[src/rtl/memory_access_stage_pkg.sv]
// Shared definitions for the memory access stage: funct3 size codes,
// the access FSM state type, the byte-enable width and a lane helper.
package memory_access_stage_pkg;

   localparam int BYTE_EN_W = 4;

   localparam logic [2:0] FUNCT3_B  = 3'b000;
   localparam logic [2:0] FUNCT3_H  = 3'b001;
   localparam logic [2:0] FUNCT3_W  = 3'b010;
   localparam logic [2:0] FUNCT3_BU = 3'b100;
   localparam logic [2:0] FUNCT3_HU = 3'b101;

   typedef enum logic [1:0] {
      IDLE = 2'd0,
      REQ  = 2'd1,
      WAIT = 2'd2
   } stage_state_t;

   // Byte lanes touched by an access; size[1:0] alone decides the width,
   // and every code that is not a byte or half (including the reserved
   // ones) is handled as a full word.
   function automatic logic [BYTE_EN_W-1:0] calc_byte_en(input logic [2:0] size,
                                                         input logic [1:0] addr_lo);
      logic [BYTE_EN_W-1:0] lanes;
      case (size[1:0])
         2'b00:   lanes = 4'b0001 << addr_lo;
         2'b01:   lanes = 4'b0011 << {addr_lo[1], 1'b0};
         default: lanes = 4'b1111;
      endcase
      return lanes;
   endfunction

endpackage

[src/rtl/memory_access_stage_load_data_aligner.sv]
// Combinational load lane select and sign/zero extension.
module load_data_aligner
   import memory_access_stage_pkg::*;
(
   input  logic [1:0]  addr_lo,
   input  logic [2:0]  size,
   input  logic [31:0] raw_data,
   output logic [31:0] load_data
);

   logic [7:0]  sel_byte;
   logic [15:0] sel_half;

   // Pick the addressed byte or half and extend; size[2] set means unsigned.
   always_comb begin
      sel_byte  = 8'h00;
      sel_half  = 16'h0000;
      load_data = raw_data;
      case (size[1:0])
         2'b00: begin
            case (addr_lo)
               2'd0:    sel_byte = raw_data[7:0];
               2'd1:    sel_byte = raw_data[15:8];
               2'd2:    sel_byte = raw_data[23:16];
               default: sel_byte = raw_data[31:24];
            endcase
            load_data = size[2] ? {24'h000000, sel_byte}
                                : {{24{sel_byte[7]}}, sel_byte};
         end
         2'b01: begin
            sel_half  = addr_lo[1] ? raw_data[31:16] : raw_data[15:0];
            load_data = size[2] ? {16'h0000, sel_half}
                                : {{16{sel_half[15]}}, sel_half};
         end
         default: load_data = raw_data;
      endcase
   end

endmodule

[src/rtl/memory_access_stage.sv]
// Memory access stage: issues loads/stores to the data cache over a
// valid/ready handshake, stalls upstream while an access is in flight,
// and registers the write-back fields.
// Optional build macro MEM_STAGE_MISALIGN_CHECK_EN drops misaligned H/W
// accesses and pulses misaligned_out instead of issuing a request.
module memory_access_stage
   import memory_access_stage_pkg::*;
#(
   parameter int DATA_W = 32,
   parameter int ADDR_W = 32
) (
   input  logic                 clk,
   input  logic                 rst_n,
   input  logic                 valid_in,
   input  logic [4:0]           rd_address_in,
   input  logic [DATA_W-1:0]    alu_out_in,
   input  logic [DATA_W-1:0]    rs2_data_in,
   input  logic                 mem_read_in,
   input  logic                 mem_write_in,
   input  logic [2:0]           mem_size_in,
   input  logic                 write_back_mux_select_in,
   input  logic                 rd_write_enable_in,
   output logic                 stall_out,
   output logic                 dc_req_valid,
   input  logic                 dc_req_ready,
   output logic [ADDR_W-1:0]    dc_addr,
   output logic                 dc_we,
   output logic [BYTE_EN_W-1:0] dc_byte_en,
   output logic [DATA_W-1:0]    dc_wdata,
   input  logic                 dc_resp_valid,
   input  logic [DATA_W-1:0]    dc_rdata,
   output logic [4:0]           rd_address_out,
   output logic [DATA_W-1:0]    alu_out_out,
   output logic [DATA_W-1:0]    data_cache_out_data,
   output logic                 write_back_mux_select_out,
   output logic                 rd_write_enable_out,
   output logic                 misaligned_out
);

   stage_state_t state, next_state;

   logic                 accept;
   logic                 is_mem;
   logic                 misalign_hit;
   logic                 start_access;
   logic [DATA_W-1:0]    store_data;
   logic [DATA_W-1:0]    aligned_load;

   logic [DATA_W-1:0]    cap_alu;
   logic [4:0]           cap_rd;
   logic                 cap_we;
   logic [2:0]           cap_size;
   logic [BYTE_EN_W-1:0] cap_be;
   logic [DATA_W-1:0]    cap_wdata;
   logic                 cap_sel;
   logic                 cap_wen;

   assign stall_out    = (state != IDLE);
   assign accept       = valid_in && !stall_out;
   assign is_mem       = mem_read_in || mem_write_in;
   assign start_access = accept && is_mem && !misalign_hit;

`ifdef MEM_STAGE_MISALIGN_CHECK_EN
   logic misaligned_q;

   assign misalign_hit = ((mem_size_in[1:0] == 2'b01) && alu_out_in[0]) ||
                         (mem_size_in[1] && (alu_out_in[1:0] != 2'b00));
   assign misaligned_out = misaligned_q;

   // One-cycle flag for a dropped misaligned access.
   always_ff @(posedge clk or negedge rst_n) begin
      if (!rst_n) misaligned_q <= 1'b0;
      else        misaligned_q <= accept && is_mem && misalign_hit;
   end
`else
   assign misalign_hit   = 1'b0;
   assign misaligned_out = 1'b0;
`endif

   // Replicate store data across lanes so the cache only has to honour byte enables.
   always_comb begin
      case (mem_size_in[1:0])
         2'b00:   store_data = {4{rs2_data_in[7:0]}};
         2'b01:   store_data = {2{rs2_data_in[15:0]}};
         default: store_data = rs2_data_in;
      endcase
   end

   load_data_aligner u_aligner (
      .addr_lo   (cap_alu[1:0]),
      .size      (cap_size),
      .raw_data  (dc_rdata),
      .load_data (aligned_load)
   );

   // Access FSM state register; reset abandons any outstanding access.
   always_ff @(posedge clk or negedge rst_n) begin
      if (!rst_n) state <= IDLE;
      else        state <= next_state;
   end

   // Next-state logic; a request leaves REQ only on the ready handshake.
   always_comb begin
      next_state = state;
      case (state)
         IDLE:    if (start_access) next_state = REQ;
         REQ:     if (dc_req_ready) next_state = cap_we ? IDLE : WAIT;
         WAIT:    if (dc_resp_valid) next_state = IDLE;
         default: next_state = IDLE;
      endcase
   end

   // Capture the memory op so the request stays stable while upstream is stalled.
   always_ff @(posedge clk or negedge rst_n) begin
      if (!rst_n) begin
         cap_alu   <= '0;
         cap_rd    <= '0;
         cap_we    <= 1'b0;
         cap_size  <= '0;
         cap_be    <= '0;
         cap_wdata <= '0;
         cap_sel   <= 1'b0;
         cap_wen   <= 1'b0;
      end else if (state == IDLE && start_access) begin
         cap_alu   <= alu_out_in;
         cap_rd    <= rd_address_in;
         cap_we    <= mem_write_in;
         cap_size  <= mem_size_in;
         cap_be    <= calc_byte_en(mem_size_in, alu_out_in[1:0]);
         cap_wdata <= store_data;
         cap_sel   <= write_back_mux_select_in;
         cap_wen   <= rd_write_enable_in;
      end
   end

   assign dc_req_valid = (state == REQ);
   assign dc_addr      = dc_req_valid ? {cap_alu[ADDR_W-1:2], 2'b00} : '0;
   assign dc_we        = dc_req_valid && cap_we;
   assign dc_byte_en   = dc_req_valid ? cap_be : '0;
   assign dc_wdata     = (dc_req_valid && cap_we) ? cap_wdata : '0;

   // Write-back registers: a bubble every cycle unless a non-memory op
   // passes straight through or a load response completes.
   always_ff @(posedge clk or negedge rst_n) begin
      if (!rst_n) begin
         rd_address_out            <= '0;
         alu_out_out               <= '0;
         data_cache_out_data       <= '0;
         write_back_mux_select_out <= 1'b0;
         rd_write_enable_out       <= 1'b0;
      end else begin
         rd_address_out            <= '0;
         alu_out_out               <= '0;
         data_cache_out_data       <= '0;
         write_back_mux_select_out <= 1'b0;
         rd_write_enable_out       <= 1'b0;
         if (state == IDLE && accept && !is_mem) begin
            rd_address_out            <= rd_address_in;
            alu_out_out               <= alu_out_in;
            write_back_mux_select_out <= write_back_mux_select_in;
            rd_write_enable_out       <= rd_write_enable_in;
         end else if (state == WAIT && dc_resp_valid) begin
            rd_address_out            <= cap_rd;
            alu_out_out               <= cap_alu;
            data_cache_out_data       <= aligned_load;
            write_back_mux_select_out <= cap_sel;
            rd_write_enable_out       <= cap_wen;
         end
      end
   end

endmodule

[config.mk]
export PLATFORM = sky130hd
export DESIGN_NAME = memory_access_stage
export DESIGN_NICKNAME = d
export VERILOG_FILES = /design/src/rtl/memory_access_stage_pkg.sv /design/src/rtl/memory_access_stage_load_data_aligner.sv /design/src/rtl/memory_access_stage.sv
export SDC_FILE = /design/constraint.sdc
export NUM_CORES = 1
export LEC_CHECK = 0
export CAP_MARGIN = 20
export CORE_MARGIN = 2
export CORE_UTILIZATION = 28
export CTS_CLUSTER_SIZE = 40
export DETAILED_ROUTE_END_ITERATION = 12
export GPL_TIMING_DRIVEN = 0
export PLACE_DENSITY = 0.64
export SLEW_MARGIN = 20
export SYNTH_ARGS = -nofsm -noshare
export SYNTH_HDL_FRONTEND = slang
export SYNTH_SLANG_ARGS = --single-unit
[constraint.sdc]
create_clock -name clk -period 4.05 [get_ports clk]
set_clock_uncertainty 0.1 [all_clocks]
set_input_delay 1.215 -clock clk [delete_from_list [all_inputs] [get_ports clk]]
set_output_delay 1.215 -clock clk [all_outputs]
set_load 0.01 [all_outputs]
# After elaboration in Yosys (flattened, before gate mapping)
# Index checks and enable logic that the tools add are counted.
# classes
n_shift,2
div_mod_pow,0
multipliers,0
n_eq_ne,9
n_bitwise,0
muxes,25
n_reduce_logical,16
addsub,0
order_cmp,0
# ops
operator,n
$mux 32,8
$pmux 32 s2,2
$pmux 8 s3,1
$mux 16,1
$mux 5,2
$eq 2x1->1 const B,4
$logic_not 2->1,4
$mux 2,4
$pmux 4 s2,1
$logic_and 1x1->1,7
$pmux 2 s3,1
$eq 2x2->1 const B,2
$mux 1,4
$mux 4,1
$ne 2x2->1 const B,2
$shl 1x2->4 const A,1
$shl 2x2->4 const A,1
$reduce_and 3->1,1
$logic_not 1->1,2
$ne 2x1->1 const B,1
$reduce_bool 2->1,1
$logic_or 1x1->1,1
# word_totals
rom_bits,0
ff_bits,152
out_inout_bits,143
latch_bits,0
input_bits,113
elab_cells,66
n_memories,0
ramBits,0

# Logic depth before layout (Yosys ltp)
# Gate-level depths: netlist of run 1.
# logic_depth
depth_word,6
ltp_mapped,6
depth_no_buf,4

# Hierarchy
# From an unflattened synthesis of run 1, not the netlist that was laid out.
# unflattened
hier_cells,610
area_unflattened_um2,7188.1
# by_module_without_submodules
module,area_per_inst_um2,cells_each,seq_area_each_um2,instances
memory_access_stage,6342.3,495,3803.6,1
load_data_aligner,845.8,115,0.0,1

# Worst setup path after synthesis of run 1
# Ideal clock, no wire load.
# synth_path
path_kind,register to output
startpoint,register state[1]
endpoint,output dc_addr[15]
path_buffers,2
t_required_ns,2.735
arrival_ns,1.293
path_stages_with_launch,5
setup_slack_ns,1.442
cell_sequence,dfrtp_1 -> and2b_1 -> clkbuf_1 -> clkbuf_1 -> and2_1
# synth_via
elab_chain_cells,2
# synth_lines
item,line_no,rtl
start: declaration,memory_access_stage.sv:40,"stage_state_t state, next_state;"
start signal: assignment,memory_access_stage.sv:99,else state <= next_state;
$eq 2x1->1,memory_access_stage.sv:136,assign dc_req_valid = (state == REQ);
$mux 32,memory_access_stage.sv:137,"assign dc_addr = dc_req_valid ? {cap_alu[ADDR_W-1:2], 2'b00} : '0;"
end: declaration,memory_access_stage.sv:26,"output logic [ADDR_W-1:0] dc_addr,"
# No other way between the ends.

# Final worst setup path of run 1
# layout_path
startpoint,register state[1]
endpoint,output dc_addr[30]
# The elaborated chain is that of the path after synthesis.

==> results of run 1 <==
-- routing by layer --
layer / vias to the layer above / GRT usage [%]
li1: 2630 / -
met1: 2783 / 22.1
met2: 221 / 29.2
met3: 32 / 5.75
met4: 2 / 4.92
met5: - / 0
-- cells by family (layout without fill, tap and decap cells) --
kind of cell	count (synthesis)	count (layout)
buffers and inverters	60	344
other	1	4
DFF	152	152
muxes	76	76
AOI/OAI and AO/OA	128	128
and+or+nand+nor	179	179
-- report_power, final --
part,internal [uW],total (uW),switching (uW)
Sequential,1990,2260,271
Combinational,1170,2280,1110
Clock,925,1620,691
-- worst max-delay path by stage --
stage / start / end / slack, ns / cells after the start
global placement: rst_n / cap_wdata[2] / -4.89 / 1
detailed placement: state[1] / dc_addr[18] / 0.26 / 5
global route: state[1] / dc_addr[30] / 0.06 / 4
CTS: state[1] / dc_we / 0.08 / 5
floorplan: state[1] / dc_addr[15] / 1.44 / 4
finish: state[1] / dc_addr[30] / 0.20 / 4
-- tightest hold or removal path, delay by kind of cell (launching register included) --
family	cells	cell delay, ns
DFF	1	0.33
AOI/OAI and AO/OA	1	0.06
and+or+nand+nor	1	0.05
-- final cells by class --
class / count / area, um^2
Antenna cell: 1 / 2.50
Multi-Input combinational cell: 386 / 2640
Clock inverter: 14 / 160
Timing Repair Buffer: 253 / 2550
Inverter: 12 / 45.0
Buffer: 47 / 234
Sequential cell: 152 / 3800
Tap cell: 319 / 399
Fill cell: 2247 / 13200
Clock buffer: 18 / 429
-- repair_timing --
action	CTS	global route
resized for setup	1	2
hold endpoints to repair	0	0
buffers inserted	0	0
setup endpoints to repair	10	1
-- sequential cells by signal, indices dropped and copies added (netlist names), 2 cells and up --
register,flops
alu_out_out,32
cap_alu,32
cap_be,4
cap_rd,5
cap_size,3
cap_wdata,32
data_cache_out_data,32
rd_address_out,5
state,2
-- metrics by stage --
stage          power, uW  utilization [%]  setup TNS (ns)  area (um^2)  instances
6_report            6160             43.7               0        10300       1202
5_1_grt             6540             43.7               0        10300       1201
4_1_cts             6230             43.7               0        10300       1201
3_5_place_dp        4590             41.2               0         9670       1170
3_3_place_gp        4540             41.1         -741.52         9640       1169
2_1_floorplan       3440                -               0         6720        598
-- placed cells by master (no fill, tap or decap), types with 24 or more instances in the layout --
cell type,n
a22o_1,39
and2_1,34
and3_1,33
clkbuf_1,24
clkdlybuf4s50_1,251
dfrtp_1,152
mux2_2,50
mux2i_1,26
nand2_1,81
o21ai_0,39
==> qor.tcl, run 1 <==
set qor(totalWireLength_um) 22100
set qor(die_h_um) 159
set qor(final_critical_path_setup_slack_ns) 0.202
set qor(initial_antenna_violation_count) 2
set qor(yosys.area_share.adder_pct) 0
set qor(powerDensity_nw_per_um2) 600
set qor(ctsLongestPathBuffers) 2
set qor(critPathLaunchType) {flop}
set qor(syn_area_um2) 6710
set qor(min_delay_path_depth) 2
set qor(wl_met3_um) 1570
set qor(ys_seq_area_share_pct) 56.7
set qor(tritoncts_clock_tree) {done}
set qor(synth.distinct_cells) 39
set qor(chipWidth_um) 159
set qor(crit_path_max_fanout) 10
set qor(worst_skew_pair.late_latency_ns) 0.42
set qor(synth_xor_area_share_pct) 0
set qor(worst_case_reg_to_reg_path_depth) 6
set qor(hold_violations) 0
set qor(critPathKind) {flop to output pin}
set qor(power.static_leakage_uw) 0.00458
set qor(synth.ff_latch_count) 152
set qor(drt_first_pass_iters) 5
set qor(hold_buffers) 0
set qor(core_um2) 23500
set qor(drt_first_iter_violations) 245
set qor(met1Wirelength_um) 9610
set qor(critPathTopFamily) {buffers and inverters}
set qor(ant_nets) 0
set qor(critPathBufInv) 2
set qor(die_area_um2) 25200
set qor(synth-simple-area-share_pct) 13.3
set qor(synth_top_cells_by_area) {dfrtp_1 57%, mux2_2 8.4%, a22o_1 5.1%}
set qor(critical_path.reg2reg.endpoint) {cap_wdata[22]}
set qor(met2_wirelength_um) 10600
set qor(rsz0062_at_grt) {no}
set qor(placement.setup.worst_slack_ns) 0.262
set qor(cell_accounting_for_the_most_synthesized_area) {dfrtp_1}
set qor(cp.arrival_ns) 2.53
set qor(max_slew.worst_pin.slew_ns) 0.732
set qor(worst_r2r_startpoint) {state[1]}
set qor(slowest_stage) {clkdlybuf4s50_1}
set qor(finalSetupViolations) 0
set qor(clock_tree.root_cell) {clkbuf_16}
set qor(final_cycle_utilization_of_the_critical_path_pct) 95.0
set qor(routed_via_count_divided_by_cell_count) 4.72
set qor(hold_path_end) {cap_wdata[18]}
set qor(synth_largest_type_area_fraction_pct) 56.7
set qor(worstHoldStart) {cap_wdata[18]}
set qor(cts_inserted_buffers) 17
set qor(detail_route.drc_violations) 0
set qor(critical_path.max_stage_delay_ns) 0.57
set qor(max-slew-margin-rel_pct) 51.2
set qor(min_path_type) {flop to flop}
set qor(row_count) 56
set qor(maxCapViolCount) 0
set qor(synth.top_cells.by_count) {152 x dfrtp_1, 81 x nand2_1, 50 x mux2_2, 39 x a22o_1, 39 x o21ai_0}
set qor(synth_compound_gate_area_share_pct) 13.5
set qor(synthMuxAreaShare_pct) 12.3
set qor(port-buffer-count) 252
set qor(post-synth-top-count-cell) {dfrtp_1}
set qor(required_ns) 2.73
set qor(pin_count_of_the_biggest_net_entering_global_routing) 93
set qor(worst_setup_path_end_kind) {output pin}
set qor(finalWeightedCongestion) 0.837
set qor(ys.warnings.count) 0
set qor(via_count) 5668
set qor(initial_utilization_pct) 28.6
set qor(drt-wirelength-per-cell_um) 18.4
set qor(cts.reportedPaths.clkPinSlew_ns) 0.07
set qor(syn-mean-instance-area_um2) 11.3
set qor(finish.net_count) 982
set qor(irDropWorstVdd_mv) 0.299
set qor(synth_enable_flop_cells) 0
set qor(hpwlAfterDp_um) 16400
set qor(slew_viol_final) 0
set qor(cts_sinks) 152
set qor(r2r_setup_slk_ns) 2.15
set qor(grt_pass1_wl_um) 34300
set qor(status) {complete, no violations}
set qor(yosys_most_used_dff) {dfrtp_1}
set qor(drive_above_1_share_pct) 13.3
set qor(area_growth_syn_to_layout_pct) 52.9
set qor(postSynthCellCount) 596
set qor(post-route-min-period_ns) 3.85
set qor(design.portCount) 256
set qor(critical_path_cell_by_cell) {and2b_1 > clkbuf_1 > and2_1 > clkdlybuf4s50_1}
set qor(grt_pass1_vias) 5924
set qor(routed.top_layer) {met5}
set qor(synth_top_family_by_area) {compound AO/OA/AOI/OAI gates}
set qor(cts_htree_levels) 4
set qor(fmax_ghz) 0.260
set qor(hold_ws_ns) 0.372
set qor(global_route_usage_over_all_layers_pct) 17.7
set qor(grt_overflow) 0
set qor(async_reset_ff_share_pct) 100
Power figures use the tool's default switching activity.
==> run 2: changes to the inputs <==
--- a/config.mk
+++ b/config.mk
@@ -12,6 +12,7 @@
 export DETAILED_ROUTE_END_ITERATION = 12
 export GPL_TIMING_DRIVEN = 0
 export PLACE_DENSITY = 0.64
+export REMOVE_ABC_BUFFERS = 1
 export SLEW_MARGIN = 20
 export SYNTH_ARGS = -nofsm -noshare
 export SYNTH_HDL_FRONTEND = slang
==> run 2 against run 1 <==
Effect of this change:
- utilization rose by 0.064 points
- die area did not move
- maximum frequency rose by 4.7%
- sequential power rose by 4%
- combinational power fell by 6%
- wire length fell by 11%
- clock-buffer cell count fell by 1
- critical path type unchanged
- critical endpoint is now dc_wdata[13]
==> qor.tcl, run 2 (same netlist as run 1, synthesis figures left out) <==
set qor(layout.cells.most_common_list) {250 x clkdlybuf4s50_1, 152 x dfrtp_1, 81 x nand2_1, 50 x mux2_2}
set qor(chipWidth_um) 159
set qor(min_path_type) {flop to flop}
set qor(critPathLaunchType) {flop}
set qor(port-buffer-count) 252
set qor(hpwlAfterDp_um) 13800
set qor(slew_viol_final) 0
set qor(irDropWorstVdd_mv) 0.266
set qor(grt.busiest_layer) {met2}
set qor(grt_util_met1_pct) 19.7
set qor(post-route-min-period_ns) 3.67
set qor(totalWireLength_um) 19700
set qor(cts_inserted_buffers) 17
set qor(maxCapViolCount) 0
set qor(initial_utilization_pct) 28.6
set qor(final_critical_path_setup_slack_ns) 0.376
set qor(dpl_cell_area_um2) 9650
set qor(status) {complete, no violations}
set qor(core_um2) 23500
set qor(met3_demand_to_capacity_share_in_global_routing_pct) 6.30
set qor(final_cycle_utilization_of_the_critical_path_pct) 90.7
set qor(fillCellCount) 2219
set qor(hold_buffers) 0
set qor(row_count) 56
set qor(finalSetupViolations) 0
set qor(detail_route.drc_violations) 0
set qor(routed_via_count_divided_by_cell_count) 4.63
set qor(worst_skew_pair.late_latency_ns) 0.42
set qor(drt-wirelength-per-cell_um) 16.9
set qor(ff_latch_area_um2) 3800
set qor(grt_pass1_wl_um) 31100
set qor(design.portCount) 256
set qor(global_route_usage_over_all_layers_pct) 15.6
set qor(cp.arrival_ns) 2.36
set qor(rsz0062_at_grt) {no}
set qor(post-cts-setup-buffer-count) 0
set qor(cts.reportedPaths.clkPinSlew_ns) 0.07
set qor(grt_pass1_vias) 5478
set qor(power.static_leakage_uw) 0.00457
set qor(fin_area_um2) 10300
set qor(die_area_um2) 25200
set qor(cts_sinks) 152
set qor(required_ns) 2.73
set qor(ant_nets) 0
set qor(placement.setup.worst_slack_ns) 0.647
set qor(tritoncts_clock_tree) {done}
set qor(pin_count_of_the_biggest_net_entering_global_routing) 90
set qor(max_slew.worst_pin.slew_ns) 0.971
set qor(fmax_ghz) 0.272
set qor(grt_overflow) 0
set qor(cts_htree_levels) 4
set qor(die_h_um) 159
set qor(drt_first_pass_iters) 5
set qor(most_common_cell_after_layout_fill_and_taps_aside) {clkdlybuf4s50_1}
set qor(area_growth_syn_to_layout_pct) 53.2
set qor(area_of_combinational_cells_with_multiple_inputs_um2) 2650
set qor(max-slew-margin-rel_pct) 35.3
set qor(crit_path_max_fanout) 48
set qor(postCtsResizedCells) 0
set qor(via_count) 5399
set qor(finish.net_count) 945
set qor(total_power_uw) 6200
set qor(ctsLongestPathBuffers) 2
set qor(worst_setup_path_end_kind) {output pin}
set qor(hold_violations) 0
set qor(fin_tns_setup_ns) 0
set qor(clock_tree.root_cell) {clkbuf_16}
set qor(finalWeightedCongestion) 0.782
set qor(drt_first_iter_violations) 210
set qor(powerDensity_nw_per_um2) 604
set qor(drive_above_1_share_pct) 12.8
set qor(hold_ws_ns) 0.372
set qor(grt.met2_usage_pct) 24.8
set qor(initial_antenna_violation_count) 2
set qor(critPathKind) {flop to output pin}
## run 2: changes by cell type in the layout (fill, tap and decap cells not counted), sizes merged
| cell | change |
|---|---|
| clkbuf | -26 |
| buf | -11 |
| inv | +2 |
| bufinv | +1 |
| clkdlybuf4s50 | -1 |
| clkinv | -1 |
| clkinvlp | -1 |
## run 2: cell type report
| class | count | share of cell area (%) |
|---|---|---|
| sequential | 152 | 37.0 |
| timing repair buffer | 263 | 26.7 |
| multi-input combinational | 386 | 25.8 |
| clock buffer | 17 | 4.14 |
| tap | 319 | 3.88 |
| clock inverter | 15 | 1.96 |
| inverter | 12 | 0.438 |
| antenna | 1 | 0.0243 |
## run 2: through the flow
stage	instances	util [%]
finish	1165	43.8
global route	1164	43.8
CTS	1164	43.8
detailed placement	1132	41.1
global placement	1121	40.1
floorplan	550	-
## run 2: where the power goes
part           internal [uW]  switching, uW
logic                   1190            954
clock network            997            715
registers               1990            360
## run 2: per-layer routing
layer	up-vias	share of wire, %
met5	-	0.066
met4	2	1.4
met3	22	9.1
met2	211	46
met1	2598	44
li1	2566	-
## run 2: final timing paths
path                                from                      end  slack (ns)  depth (start not counted)
max                             state[1]             dc_wdata[13]        0.38                          4
min                        cap_wdata[27]            cap_wdata[27]        0.37                          2
max reg2reg                   cap_alu[1]  data_cache_out_data[19]        1.67                          4
min reg2reg                cap_wdata[27]            cap_wdata[27]        0.37                          2
max in group asynchronous          rst_n             cap_wdata[9]        2.40                          2
min in group asynchronous          rst_n        rd_address_out[2]        0.63                          1
## run 2: worst max-delay path, stage by stage, from the launching register on
cell	delay [ns]
dfrtp_1	0.43
and2b_4	0.45
buf_12	0.24
and3_1	0.19
clkdlybuf4s50_1	0.57
